`config.mk`:
```
export PLATFORM = sky130hd
export DESIGN_NAME = mac_vector_sequencer
export DESIGN_NICKNAME = d
export VERILOG_FILES = /design/src/rtl/mac_seq_pkg.sv /design/src/rtl/mac_operand_fifo.sv /design/src/rtl/mac_vector_sequencer.sv
export SDC_FILE = /design/constraint.sdc
export NUM_CORES = 1
export LEC_CHECK = 0
export CORE_MARGIN = 4
export CORE_UTILIZATION = 45
export CTS_CLUSTER_DIAMETER = 50
export DETAILED_ROUTE_END_ITERATION = 12
export GPL_TIMING_DRIVEN = 0
export PLACE_DENSITY = 0.72
export REMOVE_ABC_BUFFERS = 1
export SLEW_MARGIN = 40
export SYNTH_ARGS = -nofsm -noshare
export SYNTH_HDL_FRONTEND = slang
export SYNTH_SLANG_ARGS = --single-unit
export TNS_END_PERCENT = 1
```
`constraint.sdc`:
```
create_clock -name clk -period 2.48 [get_ports clk]
set_input_delay 0.496 -clock clk [delete_from_list [all_inputs] [get_ports clk]]
set_output_delay 0.496 -clock clk [all_outputs]
set_load 0.02 [all_outputs]
```
`src/rtl/mac_seq_pkg.sv`:
```
// Shared types and constants for the MAC vector sequencer and its operand FIFO.
package mac_seq_pkg;

    localparam int unsigned OP_W  = 16;
    localparam int unsigned ACC_W = 32;

    typedef enum logic [2:0] {
        StClear,
        StIdle,
        StRun,
        StDrain,
        StHold
    } seq_state_e;

    typedef struct packed {
        logic [OP_W-1:0] a;
        logic [OP_W-1:0] b;
        logic            last;
    } operand_t;

endpackage

```
`src/rtl/mac_operand_fifo.sv`:
```
// Synchronous operand FIFO; no bypass, so a push is visible to pop one cycle later.
module mac_operand_fifo #(
    parameter int unsigned WIDTH = 33,
    parameter int unsigned DEPTH = 4
) (
    input  logic             clk,
    input  logic             rst_n,
    input  logic             push,
    input  logic [WIDTH-1:0] wdata,
    input  logic             pop,
    output logic [WIDTH-1:0] rdata,
    output logic             full,
    output logic             empty
);

    localparam int unsigned PTR_W = (DEPTH > 1) ? $clog2(DEPTH) : 1;
    localparam logic [PTR_W:0] FULL_CNT = (PTR_W + 1)'(DEPTH);

    logic [WIDTH-1:0] mem_q [DEPTH];
    logic [PTR_W-1:0] wr_ptr_q;
    logic [PTR_W-1:0] rd_ptr_q;
    logic [PTR_W:0]   cnt_q;
    logic             push_ok;
    logic             pop_ok;

    assign full    = (cnt_q == FULL_CNT);
    assign empty   = (cnt_q == '0);
    assign push_ok = push && !full;
    assign pop_ok  = pop && !empty;
    assign rdata   = mem_q[rd_ptr_q];

    always_ff @(posedge clk) begin
        if (push_ok) begin
            mem_q[wr_ptr_q] <= wdata;
        end
    end

    // Pointers wrap naturally because DEPTH is a power of two.
    always_ff @(posedge clk or negedge rst_n) begin
        if (!rst_n) begin
            wr_ptr_q <= '0;
            rd_ptr_q <= '0;
            cnt_q    <= '0;
        end else begin
            if (push_ok) begin
                wr_ptr_q <= wr_ptr_q + 1'b1;
            end
            if (pop_ok) begin
                rd_ptr_q <= rd_ptr_q + 1'b1;
            end
            if (push_ok && !pop_ok) begin
                cnt_q <= cnt_q + 1'b1;
            end else if (!push_ok && pop_ok) begin
                cnt_q <= cnt_q - 1'b1;
            end
        end
    end

endmodule

```
`src/rtl/mac_vector_sequencer.sv`:
```
// Feeds buffered operand pairs into the external MAC one vector at a time and returns
// each dot product with its pair count, wrap flag and truncation flag.
module mac_vector_sequencer
    import mac_seq_pkg::*;
#(
    parameter int unsigned DEPTH   = 4,
    parameter int unsigned MAX_LEN = 256,
    parameter int unsigned LEN_W   = 9
) (
    input  logic              clk,
    input  logic              rst_n,
    input  logic              in_valid,
    output logic              in_ready,
    input  logic [OP_W-1:0]   in_a,
    input  logic [OP_W-1:0]   in_b,
    input  logic              in_last,
    output logic [OP_W-1:0]   mac_a,
    output logic [OP_W-1:0]   mac_b,
    output logic              mac_cin,
    output logic              mac_clr,
    input  logic [ACC_W-1:0]  mac_acc,
    input  logic              mac_cout,
    output logic              res_valid,
    input  logic              res_ready,
    output logic [ACC_W-1:0]  res_data,
    output logic [LEN_W-1:0]  res_count,
    output logic              res_ovf,
    output logic              res_trunc
);

    localparam logic [LEN_W-1:0] MAX_CNT = LEN_W'(MAX_LEN);

    operand_t         fifo_wdata;
    operand_t         fifo_rdata;
    logic             fifo_full;
    logic             fifo_empty;
    logic             push;
    logic             pop;

    seq_state_e       state_q;
    logic [LEN_W-1:0] count_q;
    logic [LEN_W-1:0] count_inc;
    logic             ovf_q;
    logic             trunc_q;
    logic             pair_on_q;
    logic             drain_q;
    logic             mac_clr_q;
    logic [OP_W-1:0]  mac_a_q;
    logic [OP_W-1:0]  mac_b_q;
    logic             res_valid_q;
    logic [ACC_W-1:0] res_data_q;
    logic [LEN_W-1:0] res_count_q;
    logic             res_ovf_q;
    logic             res_trunc_q;

    assign fifo_wdata = '{a: in_a, b: in_b, last: in_last};
    assign push       = in_valid && !fifo_full;
    assign pop        = (state_q == StRun) && !fifo_empty;
    assign count_inc  = count_q + 1'b1;

    mac_operand_fifo #(
        .WIDTH ($bits(operand_t)),
        .DEPTH (DEPTH)
    ) u_fifo (
        .clk   (clk),
        .rst_n (rst_n),
        .push  (push),
        .wdata (fifo_wdata),
        .pop   (pop),
        .rdata (fifo_rdata),
        .full  (fifo_full),
        .empty (fifo_empty)
    );

    always_ff @(posedge clk or negedge rst_n) begin
        if (!rst_n) begin
            state_q     <= StClear;
            count_q     <= '0;
            ovf_q       <= 1'b0;
            trunc_q     <= 1'b0;
            pair_on_q   <= 1'b0;
            drain_q     <= 1'b0;
            mac_clr_q   <= 1'b1;
            mac_a_q     <= '0;
            mac_b_q     <= '0;
            res_valid_q <= 1'b0;
            res_data_q  <= '0;
            res_count_q <= '0;
            res_ovf_q   <= 1'b0;
            res_trunc_q <= 1'b0;
        end else begin
            mac_clr_q <= 1'b0;
            pair_on_q <= 1'b0;
            // pair_on_q marks a counted pair currently presented to the MAC adder.
            if (pair_on_q && mac_cout) begin
                ovf_q <= 1'b1;
            end
            unique case (state_q)
                StClear: begin
                    count_q <= '0;
                    ovf_q   <= 1'b0;
                    trunc_q <= 1'b0;
                    mac_a_q <= '0;
                    mac_b_q <= '0;
                    state_q <= StIdle;
                end
                StIdle: begin
                    mac_a_q <= '0;
                    mac_b_q <= '0;
                    if (!fifo_empty) begin
                        state_q <= StRun;
                    end
                end
                StRun: begin
                    if (pop) begin
                        mac_a_q   <= fifo_rdata.a;
                        mac_b_q   <= fifo_rdata.b;
                        pair_on_q <= 1'b1;
                        count_q   <= count_inc;
                        if (fifo_rdata.last || (count_inc == MAX_CNT)) begin
                            trunc_q <= !fifo_rdata.last;
                            drain_q <= 1'b0;
                            state_q <= StDrain;
                        end
                    end else begin
                        mac_a_q <= '0;
                        mac_b_q <= '0;
                    end
                end
                StDrain: begin
                    // First cycle lets the final pair land in the accumulator.
                    mac_a_q <= '0;
                    mac_b_q <= '0;
                    drain_q <= 1'b1;
                    if (drain_q) begin
                        res_data_q  <= mac_acc;
                        res_count_q <= count_q;
                        res_ovf_q   <= ovf_q;
                        res_trunc_q <= trunc_q;
                        res_valid_q <= 1'b1;
                        state_q     <= StHold;
                    end
                end
                StHold: begin
                    if (res_ready) begin
                        res_valid_q <= 1'b0;
                        mac_clr_q   <= 1'b1;
                        state_q     <= StClear;
                    end
                end
                default: begin
                    mac_clr_q <= 1'b1;
                    state_q   <= StClear;
                end
            endcase
        end
    end

    assign in_ready  = !fifo_full;
    assign mac_a     = mac_a_q;
    assign mac_b     = mac_b_q;
    assign mac_cin   = 1'b0;
    assign mac_clr   = mac_clr_q;
    assign res_valid = res_valid_q;
    assign res_data  = res_data_q;
    assign res_count = res_count_q;
    assign res_ovf   = res_ovf_q;
    assign res_trunc = res_trunc_q;

endmodule

```
==> flow_metrics.py <==
metrics = {
    "finish": {
        "num-nets-final": 723,
        "drive_gt1_share_pct": 22.0,
        "finish.utilization_pct": 60.5,
        "syn_to_final_growth_pct": 32.6,
        "final_common_cell": "clkdlybuf4s50_1",
        "final_cell_mix": "clkdlybuf4s50_1, edfxtp_1, dfrtp_1, mux2_2",
        "fill_cells": 1455,
        "insertedDiodeCount": 0,
        "layout.cells.non_filler": 930,
    },
    "logic_synthesis": {
        "yosysTopAreaCellShare_pct": 44.8,
        "synth.yosys.seq_area_share_pct": 73.1,
        "async_flop_share_pct": 43.1,
        "yosysTopAreaCell": "edfxtp_1",
        "ys_types": 48,
        "synthFlopType": "edfxtp_1",
        "yosys_register_bits": 232,
        "synth_area_leaders": "edfxtp_1, dfrtp_1, mux4_2",
        "ys_warn_count": 0,
        "syn_area_mm2": 0.00885,
        "netlist_instances": 488,
        "syn_area_per_cell_um2": 18.1,
        "synth_edf_count": 132,
    },
    "timing": {
        "slew_headroom_pct": 62.0,
        "setup-violations-final": 0,
        "final.setup.tns_ns": 0,
        "period_share_pct": 94.5,
        "worstMarginPinSlew_ns": 0.570,
        "rsz0062_at_grt": "no",
        "max_freq_mhz": 427,
        "hold_viol": 0,
        "min_period_ns": 2.34,
        "fin_skew_ns": 0.0134,
        "final_max_slew_viol_count": 0,
    },
    "die": {
        "ioPinCount": 149,
        "die_h_um": 148,
        "core_mm2": 0.0194,
        "start_util_pct": 45.6,
        "core.rowCount": 51,
        "die_w_um": 148,
        "die_area_mm2": 0.0220,
    },
    "placed_design": {
        "place_congestion": 0.811,
        "hpwl_mm": 11.1,
        "portBuffers": 147,
        "dp_cells": 879,
    },
    "drt": {
        "wl_mm": 18.4,
        "vias_per_cell": 5.33,
        "vias": 4953,
        "dr_wl_met2_mm": 9.07,
        "drt_first_pass_iters": 4,
        "top_layer": "met4",
        "drtAntennaViolNets": 0,
        "post-route-drc-count": 0,
        "drt_iter0_markers": 303,
        "drt-met1-wl_mm": 7.64,
        "met3WireLength_mm": 1.31,
        "avgRoutedWirePerCell_um": 19.8,
    },
    "global_routing": {
        "grt_pass1_vias": 5273,
        "grt_overflow_total": 0,
        "grt_pass1_wl_mm": 29.1,
        "grt.total_usage_pct": 16.7,
        "grt_max_degree": 64,
        "antenna_found_initial": 0,
    },
    "outcome": {
        "outcome": "complete, no violations",
    },
    "clocking": {
        "cts_tree": "built",
        "clock_sinks": 232,
        "cts_buffers": 27,
        "clock_path_buffers": 3,
        "worst_skew_pair.late_latency_ns": 0.52,
        "cts.clk_slew.worst_paths_ns": 0.06,
        "h-tree-depth": 1,
        "cts_root_buffer": "clkbuf_16",
    },
    "critical_path": {
        "crit_end": "u_fifo.cnt_q[1]",
        "r2r_cells": 6,
        "path_class": "flop to flop",
        "r2r-end": "u_fifo.cnt_q[1]",
        "end_kind": "flop",
        "startpoint_type": "flop",
        "critPathMaxFanout": 21,
        "critPathRequiredTime_ns": 2.88,
        "reg2reg_from": "state_q[2]",
        "r2r_slack_ns": 0.14,
        "setup.worst_path.start": "state_q[2]",
        "worstPathArrival_ns": 2.74,
    },
    "power": {
        "power_leakage_nw": 4.42,
        "ir_drop_v": 0.000681,
        "power_density_mw_per_mm2": 1260,
    },
    "run": {
        "cap_viol_max_count": 0,
    },
    "min_path": {
        "hold_class": "input port to asynchronous set/reset pin",
    },
}
-- routing by layer --
metal	track usage (%)	vias up
li1	-	2219
met1	21.5	2538
met3	4.60	32
met5	0	-
met4	4.11	0
met2	28.6	164
-- through the flow --
step                setup WS (ns)  hold slack (ns)  instance area [um^2]  power [W]
floorplan                  -0.312            0.200                  8740    0.00858
global placement            -2.98            0.475                 10500     0.0105
detailed placement         -0.426            0.409                 10700     0.0108
CTS                        0.0299            0.464                 11700     0.0150
global route               0.0174            0.489                 11700     0.0156
finish                      0.137            0.464                 11700     0.0148
-- report_power, final --
part	leakage [nW]	internal [W]	switching [W]
logic	1.48	0.00246	0.00228
registers	2.48	0.00522	0.000775
clock network	0.458	0.00253	0.00153
-- flip-flops by register name (all words and copies together) (netlist names) --
register         count
res_valid            1
state_q              3
ovf_q                1
pair_on_q            1
res_data            32
u_fifo.cnt_q         3
mac_clr              1
drain_q              1
res_trunc            1
res_ovf              1
mac_b               16
res_count            9
trunc_q              1
u_fifo.wr_ptr_q      2
mac_a               16
u_fifo.mem_q       132
u_fifo.rd_ptr_q      2
count_q              9
-- worst min-delay path by stage --
stage	slack, ns	to	cells after the start
final	0.46	res_data[14]	2
after global routing	0.49	res_data[17]	2
after CTS	0.46	mac_b[5]	2
after detailed placement	0.41	res_data[17]	1
after global placement	0.48	trunc_q	1
after floorplan	0.20	count_q[0]	0
-- layout make-up --
class	instances	area [um^2]	share of cell area [%]
Inverter	6	25.0	0.213
Timing Repair Buffer	156	1660	14.2
Clock buffer	33	728	6.20
Sequential cell	232	6480	55.2
Multi-Input combinational cell	222	2290	19.5
Tap cell	265	332	2.82
Clock inverter	16	216	1.84
-- worst max-delay path, stage by stage, from the launching register on --
cell and delay [ns]:
dfrtp_4 0.63, nor2_2 0.27, nand3_4 0.24, ha_1 0.32, inv_1 0.08, fa_1 0.41
mux2_2 0.28
-- cells in the mapped netlist (2+ instances only) --
cell type / count
nor2_1: 15
clkbuf_1: 21
a21oi_1: 2
edfxtp_1: 132
nand2b_1: 3
a22o_1: 33
dfrtp_1: 99
xnor2_1: 6
o31ai_1: 4
nand2_1: 16
nor3_1: 3
xor2_1: 3
buf_2: 4
ha_1: 7
and3_1: 6
mux2_2: 44
o21ai_0: 17
nand3_1: 5
mux4_2: 33
inv_1: 6
nand4_1: 2
-- cell families (layout without fill, tap and decap cells) --
| family | count (synthesis) | count (layout) | share of synthesized area (%) |
|---|---|---|---|
| buffers and inverters | 34 | 211 | 1.55 |
| other | 1 | 1 | 0.0424 |
| adders and majority gates | 8 | 8 | 1.22 |
| DFF | 232 | 232 | 73.1 |
| xor gates and xnor gates | 9 | 9 | 0.891 |
| AOI/OAI and AO/OA | 66 | 66 | 5.71 |
| muxes | 77 | 77 | 14.0 |
| and+or+nand+nor | 61 | 61 | 3.52 |
-- what timing repair did --
item / 4_1_cts / 5_1_grt
setup endpoints to repair: 41 / 3
hold buffers: 1 / 0
hold endpoints to repair: 37 / 0
gates resized for setup: 3 / 1
setup buffers: 0 / 1
Note: power is estimated with default switching activity, not from simulation.
